==> config.mk <==
export PLATFORM = sky130hd
export DESIGN_NAME = csa
export DESIGN_NICKNAME = d
export VERILOG_FILES = /design/src/rtl/csa_pkg.sv /design/src/rtl/csa_rca4.sv /design/src/rtl/csa.sv
export SDC_FILE = /design/constraint.sdc
export NUM_CORES = 1
export LEC_CHECK = 0
export BUFFER_PORTS_ARGS = -buffer_cell sky130_fd_sc_hd__buf_2
export CAP_MARGIN = 20
export CORE_MARGIN = 1
export CORE_UTILIZATION = 30
export CTS_BUF_LIST = sky130_fd_sc_hd__clkbuf_8
export CTS_CLUSTER_DIAMETER = 200
export DETAILED_ROUTE_END_ITERATION = 10
export PLACE_DENSITY_LB_ADDON = 0.25
export SYNTH_ARGS = -nofsm -noshare
export SYNTH_HDL_FRONTEND = slang
export SYNTH_SLANG_ARGS = --single-unit
==> constraint.sdc <==
create_clock -name clk -period 0.8 [get_ports clk]
set_input_delay 0.04 -clock clk [delete_from_list [all_inputs] [get_ports clk]]
set_output_delay 0.04 -clock clk [all_outputs]
set_load 0.01 [all_outputs]
==> src/rtl/csa_pkg.sv <==
// Shared constants for the carry-select adder (csa) and its nibble adder.
// CSA_WIDTH is the operand width; CSA_BLOCK is the ripple block size that
// the carry-select structure is built from.
package csa_pkg;

    localparam int CSA_WIDTH = 8;
    localparam int CSA_BLOCK = 4;

endpackage : csa_pkg

==> src/rtl/csa_rca4.sv <==
// Four-bit ripple-carry adder used as the building block of csa.
// Besides the sum and carry-out it exposes the carry into its top bit (c3),
// which the parent uses to derive signed overflow of the full word.
module csa_rca4
    import csa_pkg::*;
(
    input  logic [CSA_BLOCK-1:0] a,
    input  logic [CSA_BLOCK-1:0] b,
    input  logic                 ci,
    output logic [CSA_BLOCK-1:0] s,
    output logic                 co,
    output logic                 c3
);

    logic [CSA_BLOCK:0] carry;

    // Ripple the carry bit by bit through the block.
    always_comb begin
        carry    = '0;
        s        = '0;
        carry[0] = ci;
        for (int i = 0; i < CSA_BLOCK; i++) begin
            s[i]       = a[i] ^ b[i] ^ carry[i];
            carry[i+1] = (a[i] & b[i]) | (a[i] & carry[i]) | (b[i] & carry[i]);
        end
    end

    assign co = carry[CSA_BLOCK];
    assign c3 = carry[CSA_BLOCK-1];

endmodule : csa_rca4

==> src/rtl/csa.sv <==
// Registered 8-bit add/subtract unit built as a carry-select adder.
// cin = 0 adds (A+B); cin = 1 subtracts (A-B) by inverting B and feeding
// cin as carry-in. Low nibble ripples, the high nibble is precomputed for
// both carry values and the low carry-out picks one.
// Optional feature: define CSA_OVERFLOW_EN to build the signed-overflow flag;
// without it the overflow port is tied to 0 and its logic is absent.
module csa
    import csa_pkg::*;
(
    input  logic                 clk,
    input  logic                 rst_n,
    input  logic [CSA_WIDTH-1:0] A,
    input  logic [CSA_WIDTH-1:0] B,
    input  logic                 cin,
    output logic [CSA_WIDTH-1:0] S,
    output logic                 cout,
    output logic                 overflow
);

    logic [CSA_WIDTH-1:0] b_eff;
    logic [CSA_BLOCK-1:0] lo_sum;
    logic                 lo_co;
    logic                 lo_c3;
    logic [CSA_BLOCK-1:0] hi0_sum;
    logic                 hi0_co;
    logic                 hi0_c3;
    logic [CSA_BLOCK-1:0] hi1_sum;
    logic                 hi1_co;
    logic                 hi1_c3;
    logic [CSA_WIDTH-1:0] sum_next;
    logic                 cout_next;

    assign b_eff = B ^ {CSA_WIDTH{cin}};

    csa_rca4 u_lo (
        .a  (A[CSA_BLOCK-1:0]),
        .b  (b_eff[CSA_BLOCK-1:0]),
        .ci (cin),
        .s  (lo_sum),
        .co (lo_co),
        .c3 (lo_c3)
    );

    csa_rca4 u_hi0 (
        .a  (A[CSA_WIDTH-1:CSA_BLOCK]),
        .b  (b_eff[CSA_WIDTH-1:CSA_BLOCK]),
        .ci (1'b0),
        .s  (hi0_sum),
        .co (hi0_co),
        .c3 (hi0_c3)
    );

    csa_rca4 u_hi1 (
        .a  (A[CSA_WIDTH-1:CSA_BLOCK]),
        .b  (b_eff[CSA_WIDTH-1:CSA_BLOCK]),
        .ci (1'b1),
        .s  (hi1_sum),
        .co (hi1_co),
        .c3 (hi1_c3)
    );

    assign sum_next  = {(lo_co ? hi1_sum : hi0_sum), lo_sum};
    assign cout_next = lo_co ? hi1_co : hi0_co;

    // Capture the selected sum and carry; reset clears them at once.
    always_ff @(posedge clk or negedge rst_n) begin
        if (!rst_n) begin
            S    <= '0;
            cout <= 1'b0;
        end else begin
            S    <= sum_next;
            cout <= cout_next;
        end
    end

`ifdef CSA_OVERFLOW_EN
    logic c7;
    logic ovf_next;
    logic unused_carry;

    assign c7           = lo_co ? hi1_c3 : hi0_c3;
    assign ovf_next     = c7 ^ cout_next;
    assign unused_carry = lo_c3;

    // Signed overflow: carry into bit 7 disagrees with carry out of bit 7.
    always_ff @(posedge clk or negedge rst_n) begin
        if (!rst_n) begin
            overflow <= 1'b0;
        end else begin
            overflow <= ovf_next;
        end
    end
`else
    logic unused_carry;

    assign unused_carry = ^{lo_c3, hi0_c3, hi1_c3};
    assign overflow     = 1'b0;
`endif

endmodule : csa

==> qor.yml, run 1 <==
critPathMaxFanout: 3
final_hold_viol_count: 0
drt-total-wl_um: 948
root_buffer: "clkbuf_8"
via_count: 437
crit_type: "in2reg"
met1_usage_pct: 10.6
synth_edf_count: 0
final_cells: 112
grt_max_degree: 10
post-synth-top-area-cell: "dfrtp_1"
start_kind: "input pin"
netlist_instances: 48
postLayoutCoreUtil_pct: 50.5
critPathCaptureType: "flop"
fp-row-count: 15
cts_sinks: 9
core_um2: 1780
hold_ws_ns: 0.0203
dp_hpwl_um: 790
grt_overflow_total: 0
synth_flop_cell: "dfrtp_1"
clk_path_buf_depth: 2
finalNetCount: 115
die_h_um: 46.3
synth_top_cells_by_count: "dfrtp_1 (9), xor2_1 (7), ha_1 (5), inv_1 (5)"
synth_cell_types: 19
gr-usage-met3_pct: 1.18
finalSetupViolCount: 7
die_x_um: 46.3
clk_pin_slew_ns: 0.04
yosys-top-cells-area: "dfrtp_1 (38%), ha_1 (11%), xor2_1 (10%)"
io_buffers: 27
yosysWarnings: 0
grt_use_total_pct: 9.46
htree_levels: 1
maxCapViolCount: 0
firstDrtPassIters: 1
gp_congestion: 0.685
max_freq_mhz: 559
die_area_um2: 2150
cts_tree: "done"
yosys_register_bits: 9
syn_area_um2: 589
syn_area_per_cell_um2: 12.3
diodes: 0
yosysTopAreaCellShare_pct: 38.2
power_density_nw_per_um2: 1920
via_per_inst: 3.90
fin_crit_ns: 1.79
antenna_found_initial: 0
drt_iter0_markers: 0
rsz0062_at_grt: "true"
worstHoldPathType: "in2reg"
grt_use_met2_pct: 15.3
synth.most_common_cell: "dfrtp_1"
drive_above_1_share_pct: 62.1
start_util_pct: 33.1
ir_drop_uv: 775
syn_nets: 75
ioPinCount: 29
dp_cells: 103
fin_ws_ns: -0.988
routedWlPerCell_um: 8.46
critical_path_required_ns: 0.92
grt_pass1_wl_mm: 1.36
ant_nets: 0
yosysSeqAreaShare_pct: 38.2
failed_checks: "negative setup slack"
cts-buffers-inserted: 3
grt_pass1_vias: 381
grt.busiest_layer: "met2"
p_leak_nw: 0.462
drv_slew: 0
post-route-drc-count: 0
status: "complete, but fails checks"
arrival_ns: 1.91
post-route-period-util_pct: 224
synthArstFlopShare_pct: 100
synthToLayoutAreaGrowth_pct: 52.9
[final timing paths]
| check | cells past startpoint | slack, ns | to | start |
|---|---|---|---|---|
| max | 10 | -0.99 | cout$_DFF_PN0_ | B[0] |
| max in group asynchronous | 2 | 0.45 | S[0]$_DFF_PN0_ | rst_n |
| min in group asynchronous | 2 | 0.18 | S[5]$_DFF_PN0_ | rst_n |
| min | 2 | 0.02 | S[0]$_DFF_PN0_ | A[0] |
[layer usage]
layer | routed length [um] | part of all wire, %
met2 | 436 | 46
met4 | 29 | 3.1
met3 | 67 | 7.1
met5 | 0 | 0
met1 | 415 | 44
[power by group]
group	leakage [nW]	total [W]	internal (W)	switching (W)
Combinational	0.331	0.000641	0.000338	0.000303
Sequential	0.105	0.000597	0.000575	0.0000225
Clock	0.0269	0.000490	0.000332	0.000158
Total	0.462	0.00173	0.00124	0.000483
[sequential cells by signal (all words and copies together) (netlist names)]
register and cells:
S 8, cout 1
[cell families (layout without fill, tap and decap cells)]
family / Yosys count / count (layout) / share of synthesized area (%)
flip-flops: 9 / 9 / 38.2
multiplexers: 1 / 1 / 1.91
other: 1 / 1 / 0.636
XOR/XNOR: 12 / 12 / 20.4
AO/OA/AOI/OAI: 4 / 4 / 5.73
AND/OR/NAND/NOR: 6 / 6 / 5.94
buffers and inverters: 7 / 46 / 6.37
adder cells (fa/ha/maj): 8 / 8 / 20.8
[timing repair]
| action | 4_1_cts | 5_1_grt |
|---|---|---|
| resized for setup | 4 | 2 |
| endpoints found under the setup margin | 8 | 7 |
| setup buffers | 2 | 2 |
| endpoints found under the hold margin | 9 | 0 |
| pin swaps | 2 | 1 |
| hold buffers | 1 | 0 |
[worst max-delay path: stages]
cell and delay, ns:
buf_6 0.09, mux2_4 0.29, fa_2 0.34, fa_2 0.34, inv_2 0.06, fa_2 0.22
nor2_2 0.04, a21oi_2 0.16, a211oi_2 0.11, a21o_2 0.21
[cell type report]
class | instances | area, um^2
multi-input combinational | 32 | 352
clock buffer | 3 | 41.3
inverter | 5 | 18.8
timing repair buffer | 37 | 229
tap | 25 | 31.3
clock inverter | 1 | 3.75
fill | 178 | 882
sequential | 9 | 225
[cells in the final DEF, fill, tap and decap left out]
cell and count:
a211oi_2 1, a21o_2 1, a21oi_2 1, buf_2 25
buf_4 8, buf_6 3, clkbuf_8 3, conb_1 1
dfrtp_1 9, dlygate4sd3_1 1, fa_2 3, ha_1 5
inv_1 4, inv_2 2, mux2_4 1, nor2_1 2
nor2_2 1, nor3_1 1, nor4_2 1, o21bai_1 1
or2_2 1, xnor2_1 2, xnor2_2 1, xor2_1 7
xor2_2 2
[per-stage QoR]
step           power, W  setup TNS, ns  cell area (um^2)  setup WS, ns
6_report        0.00173          -5.43               901        -0.988
5_1_grt         0.00186          -5.77               901         -1.04
4_1_cts         0.00173          -5.45               875         -1.01
3_5_place_dp    0.00119          -7.67               792         -1.31
3_3_place_gp    0.00119          -7.60               792         -1.31
2_1_floorplan  0.000954          -7.01               616         -1.23
No activity file was read; power rests on OpenSTA's default activity.
==> run 2: changes to the inputs <==
==> constraint.sdc (replaced) <==
create_clock -name clk -period 1.6 [get_ports clk]
set_input_delay 0.08 -clock clk [delete_from_list [all_inputs] [get_ports clk]]
set_output_delay 0.08 -clock clk [all_outputs]
set_load 0.01 [all_outputs]
==> run 2 against run 1 <==
Compared with the run above: the run still ends with negative setup slack left; power is 52% lower; routed wire length is 3.4% lower; final area is 5.8% lower; flip-flop and latch count stayed put; sequential power is 50% lower; first-iteration DRC count is 4 higher; clock power is 50% lower; sequential share of layout area is 1.5 points higher; global-route usage is 0.26 points lower; non-clock buffer count is 6 lower; final cell count is 5.4% lower; critical path type unchanged.
==> qor.yml, run 2 (synthesis gave the netlist of run 1 again) <==
seqCellArea_um2: 225  # unchanged
clk_pin_slew_ns: 0.04  # about the same
root_buffer: "clkbuf_8"
drv_slew: 0  # unchanged
power_density_nw_per_um2: 981  # -49%
cts-buffers-inserted: 3  # unchanged
crit_type: "in2reg"
fin_crit_ns: 1.86
start_kind: "input pin"
ioPinCount: 29  # unchanged
via_count: 419  # -4.1%
clk_path_buf_depth: 2  # unchanged
finalNetCount: 109  # -5.2%
ant_nets: 0  # unchanged
post-route-drc-count: 0  # unchanged
via_per_inst: 3.95  # +1.3%
layout_common_cells: "buf_2 (25), dfrtp_1 (9), xor2_1 (7), inv_1 (5), ha_1 (5)"
status: "complete, but fails checks"
max_freq_mhz: 536
multi_input_area_um2: 344  # -2.1%
dp_cells: 100  # -2.9%
cts_sinks: 9  # unchanged
synthToLayoutAreaGrowth_pct: 43.9
fp-row-count: 15  # unchanged
core_um2: 1780  # unchanged
grt_max_degree: 10  # unchanged
failed_checks: "negative setup slack"
htree_levels: 1  # unchanged
hold_start: "A[0]"
final_hold_viol_count: 0  # unchanged
post-route-period-util_pct: 117
arrival_ns: 1.98  # +0.07 ns
die_x_um: 46.3  # unchanged
critPathMaxFanout: 3  # unchanged
die_h_um: 46.3  # unchanged
p_leak_nw: 0.428  # -7.4%
layout_commonest_cell: "buf_2"
io_buffers: 27  # unchanged
grt_use_total_pct: 9.20  # -0.26 points
grt_pass1_wl_mm: 1.32  # -3.1%
fin_ws_ns: -0.265  # +0.724 ns
regMostFlops: "S"
critPathCaptureType: "flop"
finalSetupViolCount: 4  # -3
top_regs: "S: 8 flops, cout: 1 flops"
cts_tree: "done"
die_area_um2: 2150  # unchanged
drive_above_1_share_pct: 56.8  # -5.3 points
worstHoldPathType: "in2reg"
drt-total-wl_um: 916  # -3.4%
antenna_found_initial: 0  # unchanged
hold_end: "S[0]$_DFF_PN0_"
largest_register_ffs: 8  # unchanged
final_cells: 106  # -5.4%
routedWlPerCell_um: 8.64  # +2.1%
grt_overflow_total: 0  # unchanged
filler_cell_count: 170  # -4.5%
maxCapViolCount: 0  # unchanged
drt_iter0_markers: 4  # +4
firstDrtPassIters: 2  # +1
ir_drop_uv: 408  # -47%
diodes: 0  # unchanged
critical_path_required_ns: 1.72  # +0.80 ns
hold_depth: 2  # unchanged
gp_congestion: 0.633  # -7.6%
rsz0062_at_grt: "true"
start_util_pct: 33.1  # unchanged
grt_pass1_vias: 344  # -9.7%
hold_ws_ns: 0.0544  # +0.0341 ns
dp_hpwl_um: 753  # -4.7%
-- run 2: cell count changes in the layout (fill, tap and decap cells not counted) --
cell,previous run,this run
xnor2_1,2,3
buf_6,3,1
buf_8,0,1
xnor2_2,1,0
buf_4,8,3
inv_1,4,5
inv_2,2,1
-- run 2: where the power goes --
group,leakage (nW),internal [W],switching [W]
logic,0.296,0.000143,0.000144
registers,0.105,0.000287,0.0000115
clock network,0.0269,0.000166,0.0000800
-- run 2: worst max path at each step --
| stage | end | start | slack [ns] | depth (start not counted) |
|---|---|---|---|---|
| floorplan | cout$_DFF_PN0_ | cin | -0.47 | 10 |
| global placement | cout$_DFF_PN0_ | B[0] | -0.56 | 10 |
| detailed placement | cout$_DFF_PN0_ | B[0] | -0.56 | 10 |
| CTS | cout$_DFF_PN0_ | B[0] | -0.28 | 10 |
| global route | cout$_DFF_PN0_ | B[0] | -0.33 | 10 |
| finish | cout$_DFF_PN0_ | B[0] | -0.26 | 10 |
-- run 2: worst max-delay path: stages --
cell      delay (ns)
buf_8           0.10
mux2_4          0.29
fa_2            0.34
fa_2            0.34
inv_2           0.06
fa_2            0.22
nor2_2          0.05
a21oi_2         0.18
a211oi_2        0.12
a21o_2          0.22
-- run 2: cell type report --
type	count	area share [%]
Timing Repair Buffer	31	21.7
Tap cell	25	3.69
Inverter	5	2.21
Clock inverter	1	0.442
Clock buffer	3	4.87
Multi-Input combinational cell	32	40.6
Sequential cell	9	26.5
-- run 2: routing by layer --
metal | vias to the layer above | part of all wire, % | GRT usage (%)
li1 | 212 | - | -
met5 | - | 0 | 0
met3 | 0 | 8.4 | 2.75
met2 | 22 | 48 | 14.7
met1 | 185 | 43 | 10.7
met4 | 0 | 0 | 5.29
-- run 2: per-stage QoR --
| step | setup WS, ns | area (um^2) | utilization (%) | power (W) | setup TNS, ns |
|---|---|---|---|---|---|
| after floorplan | -0.471 | 616 | - | 0.000477 | -1.71 |
| after global placement | -0.556 | 769 | 43.2 | 0.000583 | -2.21 |
| after detailed placement | -0.559 | 769 | 43.2 | 0.000587 | -2.25 |
| after CTS | -0.279 | 837 | 46.9 | 0.000843 | -0.785 |
| after global routing | -0.332 | 848 | 47.6 | 0.000887 | -0.990 |
| final | -0.265 | 848 | 47.6 | 0.000832 | -0.716 |
-- run 2: what timing repair did --
item                       CTS  global route
pin swaps                    3             3
hold buffers                 1             0
setup endpoints to repair    4             4
setup buffers                0             1
gates resized for setup      3             1
hold endpoints to repair     9             0
